**src/rtl/fetch_pkg.sv**
```systemverilog
// rtl/fetch_pkg.sv - shared types and constants for the burst fetch sequencer
package fetch_pkg;

    localparam int DATA_W = 32;

    typedef enum logic [1:0] {
        ST_IDLE  = 2'd0,
        ST_LOAD  = 2'd1,
        ST_ISSUE = 2'd2,
        ST_DRAIN = 2'd3
    } fetch_state_t;

endpackage

```
**src/rtl/sync_fifo2.sv**
```systemverilog
// rtl/sync_fifo2.sv - two-entry synchronous FIFO with registered count and valid flag
module sync_fifo2
    import fetch_pkg::*;
#(
    parameter int W = DATA_W
) (
    input  logic         clk,
    input  logic         rst,
    input  logic         push,
    input  logic [W-1:0] wdata,
    input  logic         pop,
    output logic [1:0]   count,
    output logic         valid,
    output logic [W-1:0] head
);

    logic [W-1:0] mem [2];
    logic         rd_ptr;
    logic         wr_ptr;
    logic         do_push;
    logic         do_pop;
    logic [1:0]   count_next;

    // A push into a full FIFO is only accepted when the same cycle pops.
    always_comb begin
        do_pop     = pop & valid;
        do_push    = push & ((count != 2'd2) | do_pop);
        count_next = count;
        if (do_push & ~do_pop) begin
            count_next = count + 2'd1;
        end else if (do_pop & ~do_push) begin
            count_next = count - 2'd1;
        end
    end

    always_ff @(posedge clk) begin
        if (rst) begin
            rd_ptr <= 1'b0;
            wr_ptr <= 1'b0;
            count  <= 2'd0;
            valid  <= 1'b0;
        end else begin
            if (do_push) begin
                mem[wr_ptr] <= wdata;
                wr_ptr      <= ~wr_ptr;
            end
            if (do_pop) begin
                rd_ptr <= ~rd_ptr;
            end
            count <= count_next;
            valid <= (count_next != 2'd0);
        end
    end

    assign head = mem[rd_ptr];

endmodule

```
**src/rtl/fetch_seq_ctrl.sv**
```systemverilog
// rtl/fetch_seq_ctrl.sv - burst read sequencer driving an external address generator
module fetch_seq_ctrl
    import fetch_pkg::*;
#(
    parameter int ADDR_W = 32,
    parameter int CNT_W  = 8
) (
    input  logic              clk,
    input  logic              rst,
    input  logic              start,
    input  logic [ADDR_W-1:0] base_addr,
    input  logic [CNT_W-1:0]  num_words,
    input  logic [ADDR_W-1:0] pc_addr,
    output logic              pc_sel,
    output logic              pc_en,
    output logic              mem_rd,
    output logic [ADDR_W-1:0] mem_addr,
    input  logic [DATA_W-1:0] mem_rdata,
    output logic              out_valid,
    output logic [DATA_W-1:0] out_data,
    input  logic              out_ready,
    output logic              busy,
    output logic              done
);

    fetch_state_t     state;
    logic [CNT_W-1:0] remaining;
    logic             rd_pending;
    logic [1:0]       fifo_count;
    logic [2:0]       occupancy;
    logic             pop;
    logic             in_load;
    logic             issue;
    logic             base_unused;

    // base_addr is consumed by the address generator itself during LOAD.
    assign base_unused = ^base_addr;

    // Words buffered plus in flight, net of this cycle's pop; a new read may
    // only be issued while that leaves room in the two-entry buffer.
    assign pop       = out_valid & out_ready;
    assign occupancy = 3'(fifo_count) + 3'(rd_pending) - 3'(pop);
    assign in_load   = ~rst & (state == ST_LOAD);
    assign issue     = ~rst & (state == ST_ISSUE) & (occupancy < 3'd2);

    assign pc_sel   = in_load;
    assign pc_en    = in_load | issue;
    assign mem_rd   = issue;
    assign mem_addr = pc_addr;

    always_ff @(posedge clk) begin
        if (rst) begin
            state      <= ST_IDLE;
            remaining  <= '0;
            rd_pending <= 1'b0;
            busy       <= 1'b0;
            done       <= 1'b0;
        end else begin
            done       <= 1'b0;
            rd_pending <= mem_rd;
            case (state)
                ST_IDLE: begin
                    if (start) begin
                        if (num_words != '0) begin
                            remaining <= num_words;
                            state     <= ST_LOAD;
                            busy      <= 1'b1;
                        end else begin
                            done <= 1'b1;
                        end
                    end
                end
                ST_LOAD: begin
                    state <= ST_ISSUE;
                end
                ST_ISSUE: begin
                    if (issue) begin
                        remaining <= remaining - CNT_W'(1);
                        if (remaining == CNT_W'(1)) begin
                            state <= ST_DRAIN;
                        end
                    end
                end
                ST_DRAIN: begin
                    if (~rd_pending &&
                        ((fifo_count == 2'd0) || ((fifo_count == 2'd1) && pop))) begin
                        state <= ST_IDLE;
                        busy  <= 1'b0;
                        done  <= 1'b1;
                    end
                end
                default: begin
                    state <= ST_IDLE;
                    busy  <= 1'b0;
                end
            endcase
        end
    end

    sync_fifo2 #(
        .W(DATA_W)
    ) u_fifo (
        .clk  (clk),
        .rst  (rst),
        .push (rd_pending),
        .wdata(mem_rdata),
        .pop  (pop),
        .count(fifo_count),
        .valid(out_valid),
        .head (out_data)
    );

endmodule

```
**config.mk**
```make
export PLATFORM = sky130hd
export DESIGN_NAME = fetch_seq_ctrl
export DESIGN_NICKNAME = d
export VERILOG_FILES = /design/src/rtl/fetch_pkg.sv /design/src/rtl/sync_fifo2.sv /design/src/rtl/fetch_seq_ctrl.sv
export SDC_FILE = /design/constraint.sdc
export NUM_CORES = 1
export LEC_CHECK = 0
export BUFFER_PORTS_ARGS = -buffer_cell sky130_fd_sc_hd__buf_2
export CAP_MARGIN = 10
export CORE_MARGIN = 1.5
export CORE_UTILIZATION = 42
export CTS_CLUSTER_DIAMETER = 120
export DETAILED_ROUTE_END_ITERATION = 8
export MAX_ROUTING_LAYER = met4
export PLACE_DENSITY = 0.76
export RECOVER_POWER = 100
export REMOVE_ABC_BUFFERS = 1
export SLEW_MARGIN = 10
export SYNTH_ARGS = -nofsm -noshare
export SYNTH_HDL_FRONTEND = slang
export SYNTH_SLANG_ARGS = --single-unit
```
**constraint.sdc**
```tcl
create_clock -name clk -period 3.62 [get_ports clk]
set_input_delay 0.362 -clock clk [delete_from_list [all_inputs] [get_ports clk]]
set_output_delay 0.362 -clock clk [all_outputs]
set_load 0.02 [all_outputs]
```
* Word level (Yosys, flattened, before mapping) *
Memories as Yosys holds them, arrays and structs flattened. A register that Yosys moved wholly into a read port is not among the register bits.
Index checks and enable logic that the tools add are counted.
Widths: inputs -> output; s select.

word-level totals
  bits in registers = 18
  bits in writable memories = 64
  input port bits = 108
  output and inout port bits = 70
  memories kept = 1

operators by class
  add/sub/neg operators = 5
  $lt $le $gt $ge = 1
  eq/ne operators = 11
  multiplexer cells = 25
  bitwise logic cells = 16
  reduce and logical (&&, ||, !) cells = 12

memories
  memory      depth  bits a word  rd ports  clocked after memory_dff  wr ports  line              RTL
  u_fifo.mem  2      32           1         1                         1         sync_fifo2.sv:17  logic [W-1:0] mem [2];

operator list
  cell                 count
  $mux 8               3
  $pmux 8 s2           1
  $mux 2               7
  $mux 1               11
  $ne 2x2->1 const B   5
  $and 1x1->1          8
  $eq 8x1->1 const B   1
  $pmux 2 s4           1
  $reduce_and 4->1     2
  $reduce_bool 8->1    1
  $sub 8x1->8 const B  1
  $not 1->1            6
  $reduce_bool 2->1    3
  $reduce_and 5->1     1
  $eq 2x1->1 const B   2
  $eq 2x2->1 const B   2
  $logic_not 2->1      2
  $pmux 1 s2           2
  $add 2x1->3          1
  $lt 3x2->1 const B   1
  $sub 3x1->3          1
  $add 2x1->2 const B  1
  $logic_and 1x1->1    2
  $ne 2x1->1 const B   1
  other kinds (3)      4

* Depth between registers and ports, before layout *
  word-level depth = 9
  mapped depth = 9

* Modules after synthesis *
From an unflattened synthesis, not the netlist that was laid out.

unflattened totals
  cells, all modules = 283
  area, all modules = 3,851.2 um2

modules (own cells, without submodules)
  module          instances  cells an instance  area an instance (um2)  seq. area each (um2)
  sync_fifo2      1          133                2,605.0                 2,042.0
  fetch_seq_ctrl  1          150                1,246.2                 260.2

* Least setup slack after synthesis *
OpenSTA, ideal clock, no wires.

  path type = reg2reg
  start point = register u_fifo.valid
  end point = memory u_fifo.mem[1][0] (netlist bit) (enable)
  setup time = 0.468 ns
  arrival = 3.403 ns
  required time = 3.152 ns
  path slack = -0.251 ns
  stages on the path, launching flop included = 5
  cell sequence = dfxtp_1 and2_1 clkbuf_1 o21ai_0 nor3b_1

between the ends
  longest elaborated chain between the ends = 7

RTL lines
  item                            line                  RTL
  start: declaration              sync_fifo2.sv:13      output logic valid,
  start signal: assignment        sync_fifo2.sv:51      valid <= (count_next != 2'd0);
  $and 1x1->1                     fetch_seq_ctrl.sv:41  assign pop = out_valid & out_ready;
  $and 1x1->1 *                   sync_fifo2.sv:26      do_pop = pop & valid;
  net u_fifo.do_pop               sync_fifo2.sv:21      logic do_pop;
  $or 1x1->1 *                    sync_fifo2.sv:27      do_push = push & ((count != 2'd2) | do_pop);
  $and 1x1->1 *                   sync_fifo2.sv:27
  $mux 1 *                        sync_fifo2.sv:43      if (do_push) begin
  $mux 1 *                        sync_fifo2.sv:37      if (rst) begin
  $mux 1 (implied by the code) *  sync_fifo2.sv:44      mem[wr_ptr] <= wdata;
  end: declaration                sync_fifo2.sv:17

Mark *: on every way through the listed nets, which the timed path passes. The rest lies on a longest branch.

* Final worst setup path *
  start point = register u_fifo.valid
  end point = output port pc_en

between the ends
  longest elaborated chain between the ends = 5

RTL lines
  item              line                  RTL
  $and 1x1->1       fetch_seq_ctrl.sv:41
  $sub 3x1->3       fetch_seq_ctrl.sv:42  assign occupancy = 3'(fifo_count) + 3'(rd_pending) - 3'(pop);
  $lt 3x2->1        fetch_seq_ctrl.sv:44  assign issue = ~rst & (state == ST_ISSUE) & (occupancy < 3'd2);
  $and 1x1->1       fetch_seq_ctrl.sv:44
  $or 1x1->1        fetch_seq_ctrl.sv:47  assign pc_en = in_load | issue;
  end: declaration  fetch_seq_ctrl.sv:15  output logic pc_en,

Every way passes these cells.

==> impl_metrics.yaml <==
sta:
  fin_crit_sh_pct: 88.6
  final.setup_skew_ns: 0.0100
  drv_slew: 99
  grt_setup_unrepaired: "false"
  setup_viol: 0
  tightestPinTransition_ns: 1.84
  fmax_mhz: 312
  finalCriticalPeriod_ns: 3.21
  finalHoldViolations: 0
  max_slew_margin_pct: -22.8
power_and_ir_drop:
  swShare_pct: 34.4
  p_per_area_nw_per_um2: 638
  p_leak_nw: 1.45
  ir_worst_vdd_mv: 0.305
  power_switching_mw: 0.923
  p_int_mw: 1.76
  clockPowerShare_pct: 24.8
  total_power_mw: 2.69
  pwr-share-comb_pct: 30.7
  sequentialPowerShare_pct: 44.5
grt:
  grt_pass1_vias: 2408
  grtUsageMet2_pct: 24.2
  grt_overflow: 0
  antenna_found_initial: 0
  grt_util_met3_pct: 11.1
  grt.total_usage_pct: 17.9
  grt_pass1_wl_mm: 12.8
  gr-max-usage-layer: "met2"
  grt_max_degree: 33
  grt_util_met1_pct: 21.8
cells_and_area:
  layout.nets: 452
  antenna_cells: 0
  postLayoutCellArea_um2: 4210
  fin_cells: 446
  fillers: 822
  syn_to_final_growth_pct: 10.3
  drive_gt1_share_pct: 25.4
floorplan:
  die_h_um: 98.3
  die_w_um: 98.3
  fp.dieArea_um2: 9670
  core_um2: 8760
  initial_core_util_pct: 43.6
  io_pins: 178
  rows: 34
logic_synthesis:
  synthTopCellsByArea: "edfxtp_1 (50%), dfxtp_1 (10%), mux2_2 (9.4%)"
  synthArstFlopShare_pct: 0
  syn_area_um2: 3820
  synth_common_cells: "edfxtp_1 (64), buf_4 (32), mux2_2 (32)"
  netlist.area_leader.share_pct: 50.3
  syn-mean-instance-area_um2: 13.6
  ys.flop_type: "edfxtp_1"
  synth_cell_types: 57
  synth_top_area_cell: "edfxtp_1"
  synth-seq-cells: 83
  yosysWarnings: 0
  synth-seq-area-share_pct: 60.3
  synth_edf_count: 64
  yosysMostFrequentCell: "edfxtp_1"
  syn_inst: 280
placement:
  hpwl_mm: 5.85
  dp.cells: 430
  gp_congestion: 0.872
  place_area_um2: 4100
  port_buffers: 81
drt:
  ant_nets: 0
  drt_iter0_drc: 82
  wl_per_cell_um: 18.9
  wl_mm: 8.42
  drc_errors: 0
  drt_pass1_iterations: 4
  vias: 2456
  vias_per_cell: 5.51
setup_path:
  endpoint_kind: "output port"
  critPathMaxFanout: 6
  critPathRequiredTime_ns: 3.26
  worstPathArrival_ns: 2.84
  critical_path_class: "reg -> out"
  crit_path_start_kind: "flop"
clocking:
  cts-hold-fix-buffers: 0
  htreeDepth: 3
  cts_made_buffers: 9
  cts_setup_buffers: 0
  clk_path_buf_depth: 2
  clk_pin_slew_ns: 0.09
  numClockSinks: 83
  cts_root_buf: "clkbuf_8"
  cts-resized-gates: 0
  insertion_delay_ns: 0.35
  cts_tree: "built"
outcome:
  violations: "max-capacitance violations, max-slew violations"
  status: "complete, but fails checks"
run:
  maxCapViolCount: 3
worst_hold_path:
  hp-class: "in -> reg"
[registers in the layout, indices dropped and copies added (netlist names), 2 cells and up, named ones only]
| name | cells |
|---|---|
| u_fifo.mem | 64 |
| u_fifo.count | 2 |
| remaining | 8 |
| state | 2 |
[area by class of cell]
| class | instances | area (um2) | area share [%] |
|---|---|---|---|
| sequential | 83 | 2300 | 54.7 |
| multi-input combinational | 146 | 1190 | 28.2 |
| clock inverter | 7 | 76.3 | 1.81 |
| clock buffer | 9 | 124 | 2.94 |
| tap | 108 | 135 | 3.21 |
| inverter | 9 | 33.8 | 0.802 |
| timing repair buffer | 84 | 354 | 8.41 |
[worst max-delay path, cell delays in order, from the launching register on]
cell and delay, ns:
dfxtp_1 0.44, and2_0 0.31, ha_1 0.28, nand2b_1 0.15
fa_1 0.43, and3b_1 0.22, and2_0 0.19, or2_2 0.30
clkbuf_1 0.17
[cells by family after synthesis]
| logic type | share of synthesized area [%] |
|---|---|
| buffers and inverters | 8.39 |
| AOI/OAI and AO/OA | 8.69 |
| xor gates and xnor gates | 1.15 |
| and+or+nand+nor | 7.70 |
| DFF | 60.3 |
| muxes | 9.96 |
| adders and majority gates | 3.80 |
[power by group through the flow]
stage	Clock, mW	Combinational [mW]	Sequential (mW)
after floorplan	0	0.583	1.23
after detailed placement	0	0.843	1.21
after global placement	0	0.807	1.21
after global routing	0.730	0.899	1.21
final	0.665	0.826	1.19
after CTS	0.693	0.847	1.19
[layer usage]
metal / up-vias / wire [um]
li1: 1121 / -
met5: - / 0
met1: 1180 / 3540
met4: 0 / 92
met3: 8 / 1180
met2: 147 / 3600
[path summary, 6_finish.rpt]
check | endpoint | cells after the start | slack, ns | from
setup / recovery | pc_en | 8 | 0.41 | u_fifo.valid$_SDFF_PP0_
setup reg to reg | state[0]$_SDFFE_PP0P_ | 6 | 0.61 | state[0]$_SDFFE_PP0P_
hold / removal | u_fifo.mem[1][29]$_DFFE_PP_ | 1 | 0.20 | mem_rdata[29]
hold reg to reg | remaining[7]$_SDFFE_PP0P_ | 2 | 0.51 | remaining[7]$_SDFFE_PP0P_
[through the flow]
stage | hold WS, ns | util [%] | setup WS, ns | TNS [ns]
after global placement | 0.477 | 46.8 | 0.892 | 0
final | 0.197 | 48.1 | 0.414 | 0
after detailed placement | 0.481 | 46.8 | 0.824 | 0
after global routing | 0.169 | 48.1 | 0.264 | 0
after CTS | 0.174 | 49.1 | 0.505 | 0
after floorplan | 0.431 | - | -0.158 | -5.06
[cell usage in the layout (no fill, tap or decap), types with 2 or more instances in the layout]
cell	instances
nor3b_1	2
ha_1	10
o31ai_1	5
or2_2	3
clkbuf_8	9
dfxtp_1	19
xnor2_1	4
inv_1	9
and2_0	3
buf_2	31
nand2_1	8
clkinvlp_4	4
mux2_2	32
nor3_1	6
o311ai_0	2
a21oi_1	14
nor2_1	11
mux2i_1	2
o2bb2ai_1	2
clkbuf_1	53
and3_1	2
nand3_1	3
edfxtp_1	64
o21ai_0	3
a2111o_1	2
No activity file was read; power rests on OpenSTA's default activity.
